### config.mk
export PLATFORM = sky130hd
export DESIGN_NAME = riscv_misaligned_split
export DESIGN_NICKNAME = d
export VERILOG_FILES = /design/src/rtl/riscv_misaligned_split.sv
export SDC_FILE = /design/constraint.sdc
export NUM_CORES = 1
export LEC_CHECK = 0
export CAP_MARGIN = 15
export CORE_MARGIN = 4
export CORE_UTILIZATION = 46
export CTS_CLUSTER_SIZE = 14
export DETAILED_ROUTE_END_ITERATION = 6
export GPL_ROUTABILITY_DRIVEN = 0
export PLACE_DENSITY = 0.84
export SYNTH_ARGS = -nofsm -noshare
export SYNTH_HDL_FRONTEND = slang
export SYNTH_SLANG_ARGS = --single-unit
### constraint.sdc
create_clock -name clk_i -period 1.98 [get_ports clk_i]
set_input_delay 0.396 -clock clk_i [delete_from_list [all_inputs] [get_ports clk_i]]
set_output_delay 0.396 -clock clk_i [all_outputs]
set_load 0.02 [all_outputs]
### src/rtl/riscv_misaligned_split.sv
// riscv_misaligned_split
//   Sits between the CPU data port and the data BIU. It turns one byte, halfword,
//   word or dword access into one or two naturally aligned full-lane memory beats.
//   On loads it merges the returned lanes, right-justifies them and zero-extends
//   them. On stores it lane-shifts the data and splits it across the two beats.
//
//   Optional feature macro: RV_MISALIGNED_SPLIT_EN
//     defined   : accesses that straddle a lane boundary are issued as two beats.
//     undefined : such accesses complete at once with err_o=1 and no memory
//                 traffic. The BEAT2 path is not built.
//
//   Handshakes:
//     CPU side : req_i is sampled only while busy_o=0. Completion is a one-cycle
//                ack_o pulse, with err_o and q_o valid in that cycle. q_o keeps
//                its value until the next ack_o.
//     Mem side : a beat is offered by raising mem_req_o. mem_we_o, mem_adr_o,
//                mem_be_o and mem_d_o stay stable until mem_ack_i is seen high on a
//                rising clk_i edge. mem_req_o drops in the next cycle. mem_ack_i
//                is ignored while mem_req_o is low.
//
//   Size encoding: 0=BYTE, 1=HWORD, 2=WORD, 3=DWORD (access length is 1<<size).

module riscv_misaligned_split #(
   parameter int  XLEN       = 32,
   parameter type biu_size_t = logic [1:0]
) (
   input  logic              clk_i,
   input  logic              rst_ni,
   input  logic              req_i,
   input  logic              we_i,
   input  logic [XLEN-1:0]   adr_i,
   input  biu_size_t         size_i,
   input  logic [XLEN-1:0]   d_i,
   output logic              busy_o,
   output logic              ack_o,
   output logic              err_o,
   output logic [XLEN-1:0]   q_o,
   output logic              mem_req_o,
   output logic              mem_we_o,
   output logic [XLEN-1:0]   mem_adr_o,
   output logic [XLEN/8-1:0] mem_be_o,
   output logic [XLEN-1:0]   mem_d_o,
   input  logic              mem_ack_i,
   input  logic              mem_err_i,
   input  logic [XLEN-1:0]   mem_q_i
);

   localparam int NL = XLEN / 8;        // byte lanes per beat
   localparam int OW = $clog2(NL);      // width of the lane offset

   localparam logic [1:0] SZ_DWORD = 2'd3;

   typedef enum logic [1:0] {
      IDLE  = 2'd0,
      BEAT1 = 2'd1,
      BEAT2 = 2'd2,
      RESP  = 2'd3
   } state_t;

   state_t state_q;

   // capture-time decode of the incoming request
   logic [1:0]      size_w;
   logic [OW-1:0]   off_w;
   logic [3:0]      nbytes_w;
   logic [NL-1:0]   ones_w;
   logic            split_w;
   logic            illegal_w;
   logic [XLEN-1:0] aligned_w;
   logic [NL-1:0]   be_lo_w;
   logic [XLEN-1:0] d_lo_w;

   // transaction context
   logic            we_q;
   logic            err_q;
   logic [OW-1:0]   off_q;
   logic [NL-1:0]   ones_q;
   logic [XLEN-1:0] res_q;

   // read merge
   logic [XLEN-1:0] b1_w;
   logic [XLEN-1:0] b2_w;
   logic [XLEN-1:0] mask_w;
   logic [XLEN-1:0] merged_w;

   logic            beat_done_w;

   assign size_w      = size_i;
   assign beat_done_w = mem_req_o & mem_ack_i;

   // Decode offset, length, lane layout and split/illegal status of the request
   always_comb begin
      off_w     = adr_i[OW-1:0];
      nbytes_w  = 4'd1 << size_w;
      ones_w    = '0;
      for (int i = 0; i < NL; i++) begin
         ones_w[i] = (i < int'(nbytes_w));
      end
      illegal_w = (XLEN == 32) && (size_w == SZ_DWORD);
      split_w   = (int'(off_w) + int'(nbytes_w)) > NL;
      aligned_w = {adr_i[XLEN-1:OW], {OW{1'b0}}};
      be_lo_w   = ones_w << off_w;
      d_lo_w    = d_i << {off_w, 3'b000};
   end

   // Right-justify the lanes of one or two beats and clear bytes past the length
   always_comb begin
      mask_w = '0;
      for (int i = 0; i < NL; i++) begin
         mask_w[8*i +: 8] = {8{ones_q[i]}};
      end
      merged_w = XLEN'({b2_w, b1_w} >> {off_q, 3'b000}) & mask_w;
   end

`ifdef RV_MISALIGNED_SPLIT_EN
   logic            split_q;
   logic [XLEN-1:0] adr2_q;
   logic [XLEN-1:0] d2_q;
   logic [XLEN-1:0] beat1_q;
   logic [NL-1:0]   be2_q;

   // Hold the second-beat lane layout from capture, and the first-beat read data
   always_ff @(posedge clk_i or negedge rst_ni) begin
      if (!rst_ni) begin
         split_q <= 1'b0;
         adr2_q  <= '0;
         d2_q    <= '0;
         be2_q   <= '0;
         beat1_q <= '0;
      end else begin
         if (state_q == IDLE && req_i) begin
            split_q <= split_w;
            adr2_q  <= aligned_w + XLEN'(NL);
            be2_q   <= ones_w >> (NL - int'(off_w));
            d2_q    <= d_i >> (XLEN - 8 * int'(off_w));
         end
         if (state_q == BEAT1 && beat_done_w) begin
            beat1_q <= mem_q_i;
         end
      end
   end

   assign b1_w = split_q ? beat1_q : mem_q_i;
   assign b2_w = split_q ? mem_q_i : '0;
`else
   assign b1_w = mem_q_i;
   assign b2_w = '0;
`endif

   // Transaction FSM: capture, one or two memory beats, then a one-cycle response
   always_ff @(posedge clk_i or negedge rst_ni) begin
      if (!rst_ni) begin
         state_q   <= IDLE;
         busy_o    <= 1'b0;
         ack_o     <= 1'b0;
         err_o     <= 1'b0;
         q_o       <= '0;
         mem_req_o <= 1'b0;
         mem_we_o  <= 1'b0;
         mem_adr_o <= '0;
         mem_be_o  <= '0;
         mem_d_o   <= '0;
         we_q      <= 1'b0;
         err_q     <= 1'b0;
         off_q     <= '0;
         ones_q    <= '0;
         res_q     <= '0;
      end else begin
         ack_o <= 1'b0;
         err_o <= 1'b0;
         case (state_q)
            IDLE: begin
               if (req_i) begin
                  busy_o <= 1'b1;
                  we_q   <= we_i;
                  off_q  <= off_w;
                  ones_q <= ones_w;
                  err_q  <= 1'b0;
                  res_q  <= '0;
`ifdef RV_MISALIGNED_SPLIT_EN
                  if (illegal_w) begin
`else
                  if (illegal_w || split_w) begin
`endif
                     err_q   <= 1'b1;
                     state_q <= RESP;
                  end else begin
                     state_q   <= BEAT1;
                     mem_req_o <= 1'b1;
                     mem_we_o  <= we_i;
                     mem_adr_o <= aligned_w;
                     mem_be_o  <= be_lo_w;
                     mem_d_o   <= d_lo_w;
                  end
               end
            end
            BEAT1: begin
               if (beat_done_w) begin
                  mem_req_o <= 1'b0;
                  if (mem_err_i) begin
                     err_q    <= 1'b1;
                     mem_we_o <= 1'b0;
                     state_q  <= RESP;
                  end
`ifdef RV_MISALIGNED_SPLIT_EN
                  else if (split_q) begin
                     state_q   <= BEAT2;
                     mem_adr_o <= adr2_q;
                     mem_be_o  <= be2_q;
                     mem_d_o   <= d2_q;
                  end
`endif
                  else begin
                     res_q    <= merged_w;
                     mem_we_o <= 1'b0;
                     state_q  <= RESP;
                  end
               end
            end
`ifdef RV_MISALIGNED_SPLIT_EN
            BEAT2: begin
               // First cycle here is the idle gap after beat 1; then offer beat 2
               if (!mem_req_o) begin
                  mem_req_o <= 1'b1;
               end else if (mem_ack_i) begin
                  mem_req_o <= 1'b0;
                  mem_we_o  <= 1'b0;
                  state_q   <= RESP;
                  if (mem_err_i) begin
                     err_q <= 1'b1;
                  end else begin
                     res_q <= merged_w;
                  end
               end
            end
`endif
            RESP: begin
               ack_o   <= 1'b1;
               err_o   <= err_q;
               q_o     <= (err_q || we_q) ? '0 : res_q;
               busy_o  <= 1'b0;
               state_q <= IDLE;
            end
            default: begin
               state_q <= IDLE;
            end
         endcase
      end
   end

endmodule

# --- Word level (Yosys, flattened, before mapping) ---
# Index checks and enable logic that the tools add are counted.
word_totals:
  elab_cells: 73
  ff_bits: 145
  out_inout_bits: 105
  input_bits: 104
classes:
  bitwise_logic: 3
  n_mux: 25
  n_eq_ne: 8
  n_reduce_logical: 12
  addsub: 1
  shift: 4
  order_cmp: 5
ops:
  columns: ["cell", "n"]
  rows:
  - ["32-bit two-way mux", 4]
  - ["32-bit case mux with 2 select lines", 1]
  - ["32-bit bitwise AND", 1]
  - ["32-bit by 5-bit << shifter with 32-bit output", 1]
  - ["32-bit by 5-bit right shift with 32-bit output", 1]
  - ["1-bit two-way mux", 12]
  - ["4-bit AND reduction", 3]
  - ["2-bit != test (second input constant)", 5]
  - ["1-bit by 4-bit less-than comparator with 1-bit output (first input constant)", 2]
  - ["2-bit by 4-bit less-than comparator with 1-bit output (first input constant)", 2]
  - ["1-bit case mux with 2 select lines", 4]
  - ["2-bit two-way mux", 3]
  - ["2-bit AND reduction", 3]
  - ["2-bit by 4-bit adder with 5-bit output", 1]
  - ["5-bit by 3-bit > comparator with 1-bit output (second input constant)", 1]
  - ["2-bit == test (second input constant)", 2]
  - ["2-bit case mux with 2 select lines", 1]
  - ["2-bit nonzero test", 2]
  - ["1-bit by 2-bit << shifter with 4-bit output (first input constant)", 1]
  - ["4-bit by 2-bit << shifter with 4-bit output", 1]
  - ["3-bit AND reduction", 1]
  - ["2-bit by 1-bit == test with 1-bit output (second input constant)", 1]
  - ["2-bit zero test", 1]
  - ["1-bit logical OR", 2]
  - ["2 further kinds", 2]

# --- Logic depth before layout (Yosys ltp) ---
# Gate-level depths: netlist (run 1).
depth:
  word_depth: 7
  mapped_depth: 10
  mapped_depth_nobuf: 8

# --- Worst setup path before layout (run 1) ---
# OpenSTA, ideal clock, no wires.
synth_path:
  kind: "input port to flip-flop"
  start: "in adr_i[1]"
  end: "reg mem_d_o[24]"
  arrival_ps: 2337
  n_path_buf: 2
  setup_ps: 125
  required_time_ps: 1855
  path_stages: 8
  path_slack_ps: -481
  path_cell_list: "clkbuf_1 inv_1 fa_1 nor2b_1 o22a_1 and2_1 buf_2 mux2_2"
synth_via:
  elab_chain_cells: 5
  word_cells_on_any_way: 6
  classes_between: "add/sub (1); order compare (1); shift (1); bitwise (1); reduce/logical (2)"
synth_lines:
  columns: ["element", "line", "rtl"]
  rows:
  - ["from (decl)", "31", "input logic [XLEN-1:0] adr_i,"]
  - ["2-bit by 4-bit adder with 5-bit output", "100", "split_w = (int'(off_w) + int'(nbytes_w)) > NL;"]
  - ["5-bit by 3-bit > comparator with 1-bit output", "100", null]
  - ["1-bit logical OR", "183", "if (illegal_w || split_w) begin"]
  - ["1-bit NOT (no line)", null, null]
  - ["3-bit AND reduction (no line)", null, null]
  - ["to (signal assigned)", "193", "mem_d_o <= d_lo_w;"]
  - ["to (decl)", "42", "output logic [XLEN-1:0] mem_d_o,"]
# Several ways; a longest one is shown, not always the timed one.
# A chain may end at the register's enable or synchronous reset.

# --- Worst setup path in the final report (run 1) ---
layout_path:
  start: "in size_i[0] (netlist bit)"
  end: "reg mem_adr_o[19]"
layout_via:
  elab_chain_cells: 6
  word_cells_on_any_way: 7
  classes_between: "add/sub (1); order compare (1); eq/ne (1); shift (1); bitwise (1); reduce/logical (2)"
layout_lines:
  columns: ["element", "line", "rtl"]
  rows:
  - ["from (decl)", "32", "input biu_size_t size_i,"]
  - ["1-bit by 2-bit << shifter with 4-bit output", "94", "nbytes_w = 4'd1 << size_w;"]
  - ["2-bit by 4-bit adder with 5-bit output", "100", null]
  - ["5-bit by 3-bit > comparator with 1-bit output", "100", null]
  - ["1-bit logical OR *", "183", null]
  - ["1-bit NOT (no line) *", null, null]
  - ["3-bit AND reduction (no line) *", null, null]
  - ["to (signal assigned)", "191", "mem_adr_o <= aligned_w;"]
  - ["to (decl)", "40", "output logic [XLEN-1:0] mem_adr_o,"]
# Mark *: on every way between the ends. The rest lies on a longest branch, timed or not.

==> metrics.cfg, run 1 <==
[power_and_ir_drop]
vdd_drop_max_uv = 929
p_seq_frac = 0.341
p_leak_nw = 4.47
p_per_area_mw_per_mm2 = 1480
sw_frac_of_total = 0.357
power_switching_mw = 5.25
power.internal_mw = 9.43
power.total_mw = 14.7
p_clk_frac = 0.225
p_comb_frac = 0.435

[critical_path]
slowest_delay_ns = 0.37
criticalPathCategory = in -> reg
timing.critical_path.buf_inv = 4
path_cells = buf_8 -> nor2_4 -> ha_4 -> inv_2 -> fa_2 -> xor2_4 -> o221ai_4 -> buf_6 -> clkbuf_16 -> mux2_2
path_depth = 10
end_kind = flop
rr_endpoint = mem_adr_o[12]
timing.rr.start = state_q[0]
reg2reg_slack_ns = 0.15
critPathLaunchType = input pin
cp-endpoint = mem_adr_o[19]
cp.arrival_ns = 2.31
critPathLaunch = size_i[0]
crit_family = adder cells
critPathRequiredTime_ns = 2.28
ff2ff_path_depth = 5
critPathMaxFanout = 8
cp_slowest_cell = fa_2

[sta]
hold_viol_final = 0
timing.final.ws_setup_ns = -0.0296
relSlewSlack = 0.492
setup_violations = 8
fmax_ghz = 0.498
fin_skew_ns = 0.0101
rsz0062_at_grt = yes
fin_setup_tns_ns = -0.166
maxSlewViolCount = 0
finalCriticalPeriod_ns = 2.01
worstMarginPinSlew_ns = 0.761
period_share = 1.01

[die]
die_area_mm2 = 0.0158
row_count = 42
io_pins = 209
fp.dieW_um = 126
core_mm2 = 0.0134
die_h_um = 126
initial_core_util = 0.475

[clock_network]
cts_tree = yes
cts_buffer_depth = 2
cts_made_buffers = 17
htree_num_levels = 4
cts_sinks = 145
root_buffer = clkbuf_16
clk_latency_ns = 0.42
path_clk_slew_ns = 0.06

[placed_design]
dp_slack_ns = -0.824
port_buffers = 206
dpl_cell_area_mm2 = 0.00888
place_hpwl_um = 13500

[global_route]
antenna_found_initial = 0
busiest_layer = met2
globalRouteMet1Util = 0.290
grt_pass1_vias = 5965
grt_max_degree = 55
grt.met2_usage = 0.405
grt_pass1_wl_um = 30700
grt_overflow = 0
track_usage = 0.244
grtUsageMet3 = 0.0821

[yosys]
synth_cell_type_count = 36
syn-cell-area_mm2 = 0.00637
synth_top_area_share = 0.570
seq_area_frac_synth = 0.570
synth-seq-cells = 145
synth_area_leaders = dfrtp_1, mux2_2, a22o_1
synth_common_cells = dfrtp_1, nand2_1, a22o_1
syn-mean-instance-area_um2 = 11.4
synth_edf_count = 0
synthFlopType = dfrtp_1
yosysWarnings = 0
async_reset_ff_frac = 1.00
yosysMostFrequentCell = dfrtp_1
yosysTopAreaCell = dfrtp_1
synthCells = 558

[finish]
antenna_cells = 0
layout.nets = 900
final_area_mm2 = 0.00993
area_growth_pct = 56.0
final_util = 0.741
drive_gt1_frac = 0.191

[status]
status = finished with violations
failed_checks = setup timing

[route]
num_vias = 5482
drc = 0
ant_nets = 0
drt_iter0_drc = 486
wire_per_inst_um = 20.2
drt-total-wl_um = 19800
firstDrtPassIters = 7
viasPerCell = 5.58

[worst_hold_path]
min_path_type = in -> reg

[flow_run]
cap_violations = 0

[layout by cell type, fill, tap and decap left out, types with 3 or more instances in the layout]
master / n
nand2_1: 88
mux2i_1: 32
inv_1: 5
o21ai_1: 4
a211o_1: 8
a21oi_1: 19
clkinvlp_4: 7
nand2_2: 4
mux2_2: 9
nor2b_1: 18
mux2_4: 30
clkbuf_16: 19
o21ai_0: 31
a211oi_1: 8
buf_4: 31
bufinv_16: 3
clkdlybuf4s50_1: 201
o31ai_2: 4
buf_6: 6
o31ai_4: 4
o31ai_1: 11
buf_12: 8
dfrtp_1: 145
a32o_1: 8
nor2_1: 20
a22o_1: 41
[through the flow]
stage | hold WS, ns | instances
after global routing | 0.442 | 982
after floorplan | 0.100 | 559
final | 0.396 | 982
after global placement | 0.314 | 936
after CTS | 0.405 | 978
after detailed placement | 0.314 | 936
[routing by layer]
layer / routed length (um) / part of all wire
met1: 7750 / 0.39
met2: 9760 / 0.49
met3: 1770 / 0.089
met4: 551 / 0.028
met5: 0 / 0
[power by group through the flow]
stage / clock [mW] / sequential, mW / combinational [mW]
floorplan: 0 / 5.81 / 2.20
global placement: 0 / 4.92 / 5.84
detailed placement: 0 / 4.97 / 5.99
CTS: 3.35 / 4.97 / 6.18
global route: 3.48 / 5.14 / 6.79
finish: 3.30 / 5.00 / 6.38
[flip-flops by register name (all words and copies together) (netlist names), 2 cells and up]
register / flops
mem_adr_o: 30
mem_be_o: 4
mem_d_o: 32
off_q: 2
ones_q: 4
q_o: 32
res_q: 32
state_q: 2
[worst min-delay path: stages]
cell	delay, ns
buf_6	0.08
buf_4	0.16
nand2_1	0.08
nand2_1	0.06
[worst min path at each step]
stage               depth (start not counted)  slack (ns)      start         to
CTS                                         4        0.41  size_i[1]  ones_q[2]
finish                                      4        0.40  size_i[1]  ones_q[2]
global placement                            1        0.31     rst_ni      ack_o
global route                                4        0.44  size_i[1]  ones_q[2]
floorplan                                   0        0.10     rst_ni      ack_o
detailed placement                          1        0.31     rst_ni    q_o[10]
[kinds of logic after synthesis]
group / share of synthesized area
AO/OA/AOI/OAI: 0.164
XOR/XNOR: 0.00138
adder cells (fa/ha/maj): 0.00707
buffers and inverters: 0.0346
flip-flops: 0.570
multiplexers: 0.123
other: 0.000589
AND/OR/NAND/NOR: 0.0996
[cell type report]
| class | instances | area (um^2) |
|---|---|---|
| Tap cell | 176 | 220 |
| Timing Repair Buffer | 255 | 2650 |
| Clock buffer | 19 | 453 |
| Clock inverter | 13 | 161 |
| Fill cell | 887 | 3470 |
| Sequential cell | 145 | 3630 |
| Multi-Input combinational cell | 367 | 2790 |
| Inverter | 7 | 26.3 |
[what timing repair did]
| action | CTS | global route |
|---|---|---|
| hold endpoints to repair | 33 | 0 |
| gates resized for setup | 28 | 38 |
| buffers inserted | 6 | 2 |
| gates cloned | 3 | 3 |
| hold buffers | 1 | 0 |
| pin swaps | 3 | 4 |
| endpoints found under the setup margin | 70 | 55 |
No activity file was read; power rests on OpenSTA's default activity.
==> run 2, diff against run 1 <==
--- a/config.mk
+++ b/config.mk
@@ -13,4 +13,5 @@
 export GPL_ROUTABILITY_DRIVEN = 0
 export PLACE_DENSITY = 0.84
+export SETUP_SLACK_MARGIN = 0.15
 export SYNTH_ARGS = -nofsm -noshare
 export SYNTH_HDL_FRONTEND = slang
==> constraint.sdc (replaced) <==
create_clock -name clk_i -period 1.98 [get_ports clk_i]
set_input_delay 0.396 -clock clk_i [delete_from_list [all_inputs] [get_ports clk_i]]
set_output_delay 0.396 -clock clk_i [all_outputs]
set_load 0.01 [all_outputs]
==> metrics.cfg, run 2 (synthesis results as in run 1) <==
[critical_path]
critPathLaunch = size_i[1]
end_kind = flop
timing.rr.start = state_q[0]
criticalPathCategory = in -> reg
critPathLaunchType = input pin
critPathRequiredTime_ns = 2.30
critPathMaxFanout = 6
cp.arrival_ns = 2.36

[finish]
final_util = 0.750
layout.nets = 902
area_growth_pct = 57.9
layout_common_cells = clkdlybuf4s50_1, dfrtp_1, nand2_1
layoutNonFillerInstCount = 984
drive_gt1_frac = 0.219
top_regs = mem_d_o: 32 flops, q_o: 32 flops, res_q: 32 flops
final_common_cell = clkdlybuf4s50_1
antenna_cells = 0

[sta]
whs_ns = 0.360
fin_skew_ns = 0.00732
finalCriticalPeriod_ns = 2.03
fin_setup_tns_ns = -0.102
period_share = 1.03
timing.final.ws_setup_ns = -0.0549
setup_violations = 6
maxSlewViolCount = 0
hold_viol_final = 0
fmax_ghz = 0.491
worstMarginPinSlew_ns = 0.768
relSlewSlack = 0.487
rsz0062_at_grt = yes

[global_route]
grt_overflow = 0
track_usage = 0.250
grt.met2_usage = 0.420
grt_max_degree = 55
grtUsageMet3 = 0.0796
antenna_found_initial = 0
grt_pass1_vias = 6024
globalRouteMet1Util = 0.299
grt_pass1_wl_um = 31300
busiest_layer = met2

[clock_network]
clk_latency_ns = 0.43
cts_sinks = 145
path_clk_slew_ns = 0.06
root_buffer = clkbuf_16
cts_tree = yes
htree_num_levels = 4
cts_made_buffers = 17
cts_buffer_depth = 2

[die]
initial_core_util = 0.475
die_h_um = 126
fp.dieW_um = 126
row_count = 42
core_mm2 = 0.0134
die_area_mm2 = 0.0158
io_pins = 209

[route]
ant_nets = 0
num_vias = 5564
drt_iter0_drc = 464
firstDrtPassIters = 5
drc = 0
drt-total-wl_um = 20600
viasPerCell = 5.65
wire_per_inst_um = 20.9

[power_and_ir_drop]
p_per_area_mw_per_mm2 = 1410
p_leak_nw = 4.54
vdd_drop_max_uv = 903

[flow_run]
cap_violations = 0

[worst_hold_path]
min_path_type = in -> reg
worstHoldStart = size_i[1]

[placed_design]
port_buffers = 206
dpl.cell_count = 936
place_hpwl_um = 13500

[status]
status = finished with violations
failed_checks = setup timing

-- run 2: changes by cell type in the layout (fill, tap and decap cells not counted), moves of 9 or more --
cell / previous run / this run
mux2_4: 30 / 14
nand2_1: 88 / 76
nand2_4: 2 / 11
mux2_2: 9 / 25
o21ai_0: 31 / 21
-- run 2: path summary, 6_finish.rpt --
| kind | end | slack, ns | depth (start not counted) |
|---|---|---|---|
| worst min-delay path | ones_q[2] | 0.36 | 4 |
| worst min register to register | busy_o | 0.48 | 2 |
| max in group asynchronous | mem_we_o | 0.93 | 3 |
| worst max-delay path | mem_d_o[15] | -0.05 | 11 |
| min in group asynchronous | res_q[9] | 0.44 | 2 |
| worst max register to register | mem_d_o[15] | 0.08 | 6 |
-- run 2: power by group --
part | switching [mW] | internal, mW
combinational | 2.57 | 3.22
sequential | 0.894 | 4.16
clock | 1.27 | 2.04
total | 4.73 | 9.42
-- run 2: cell type report --
| cell class | count | area (um^2) |
|---|---|---|
| Clock inverter | 13 | 161 |
| Clock buffer | 19 | 453 |
| Sequential cell | 145 | 3630 |
| Multi-Input combinational cell | 367 | 2860 |
| Fill cell | 849 | 3350 |
| Inverter | 7 | 26.3 |
| Timing Repair Buffer | 257 | 2710 |
| Tap cell | 176 | 220 |
-- run 2: worst max-delay path, stage by stage --
cell      delay, ns
buf_8          0.10
nor2_4         0.13
ha_4           0.15
inv_2          0.04
fa_2           0.51
nor2b_4        0.17
o221ai_4       0.14
buf_6          0.18
buf_16         0.14
buf_12         0.14
o31ai_2        0.26
-- run 2: repair_timing --
action	CTS	global route
buffers inserted	7	2
setup endpoints to repair	70	71
pin swaps	7	17
hold endpoints to repair	33	0
hold buffers	1	0
resized for setup	60	49
gates cloned	3	3
-- run 2: metal layers --
metal / vias to the layer above / share of wire
met2: 305 / 0.50
met4: 0 / 0.033
met3: 52 / 0.082
met1: 2754 / 0.39
met5: - / 0
li1: 2453 / -
-- run 2: metrics by stage --
step	total power, mW	setup WS, ns	instance area, um^2
global placement	10.1	-0.756	8880
detailed placement	10.3	-0.824	8880
floorplan	7.36	-0.223	6450
finish	14.2	-0.0549	10100
global route	14.9	-0.0634	10100
CTS	13.9	0.0136	9790
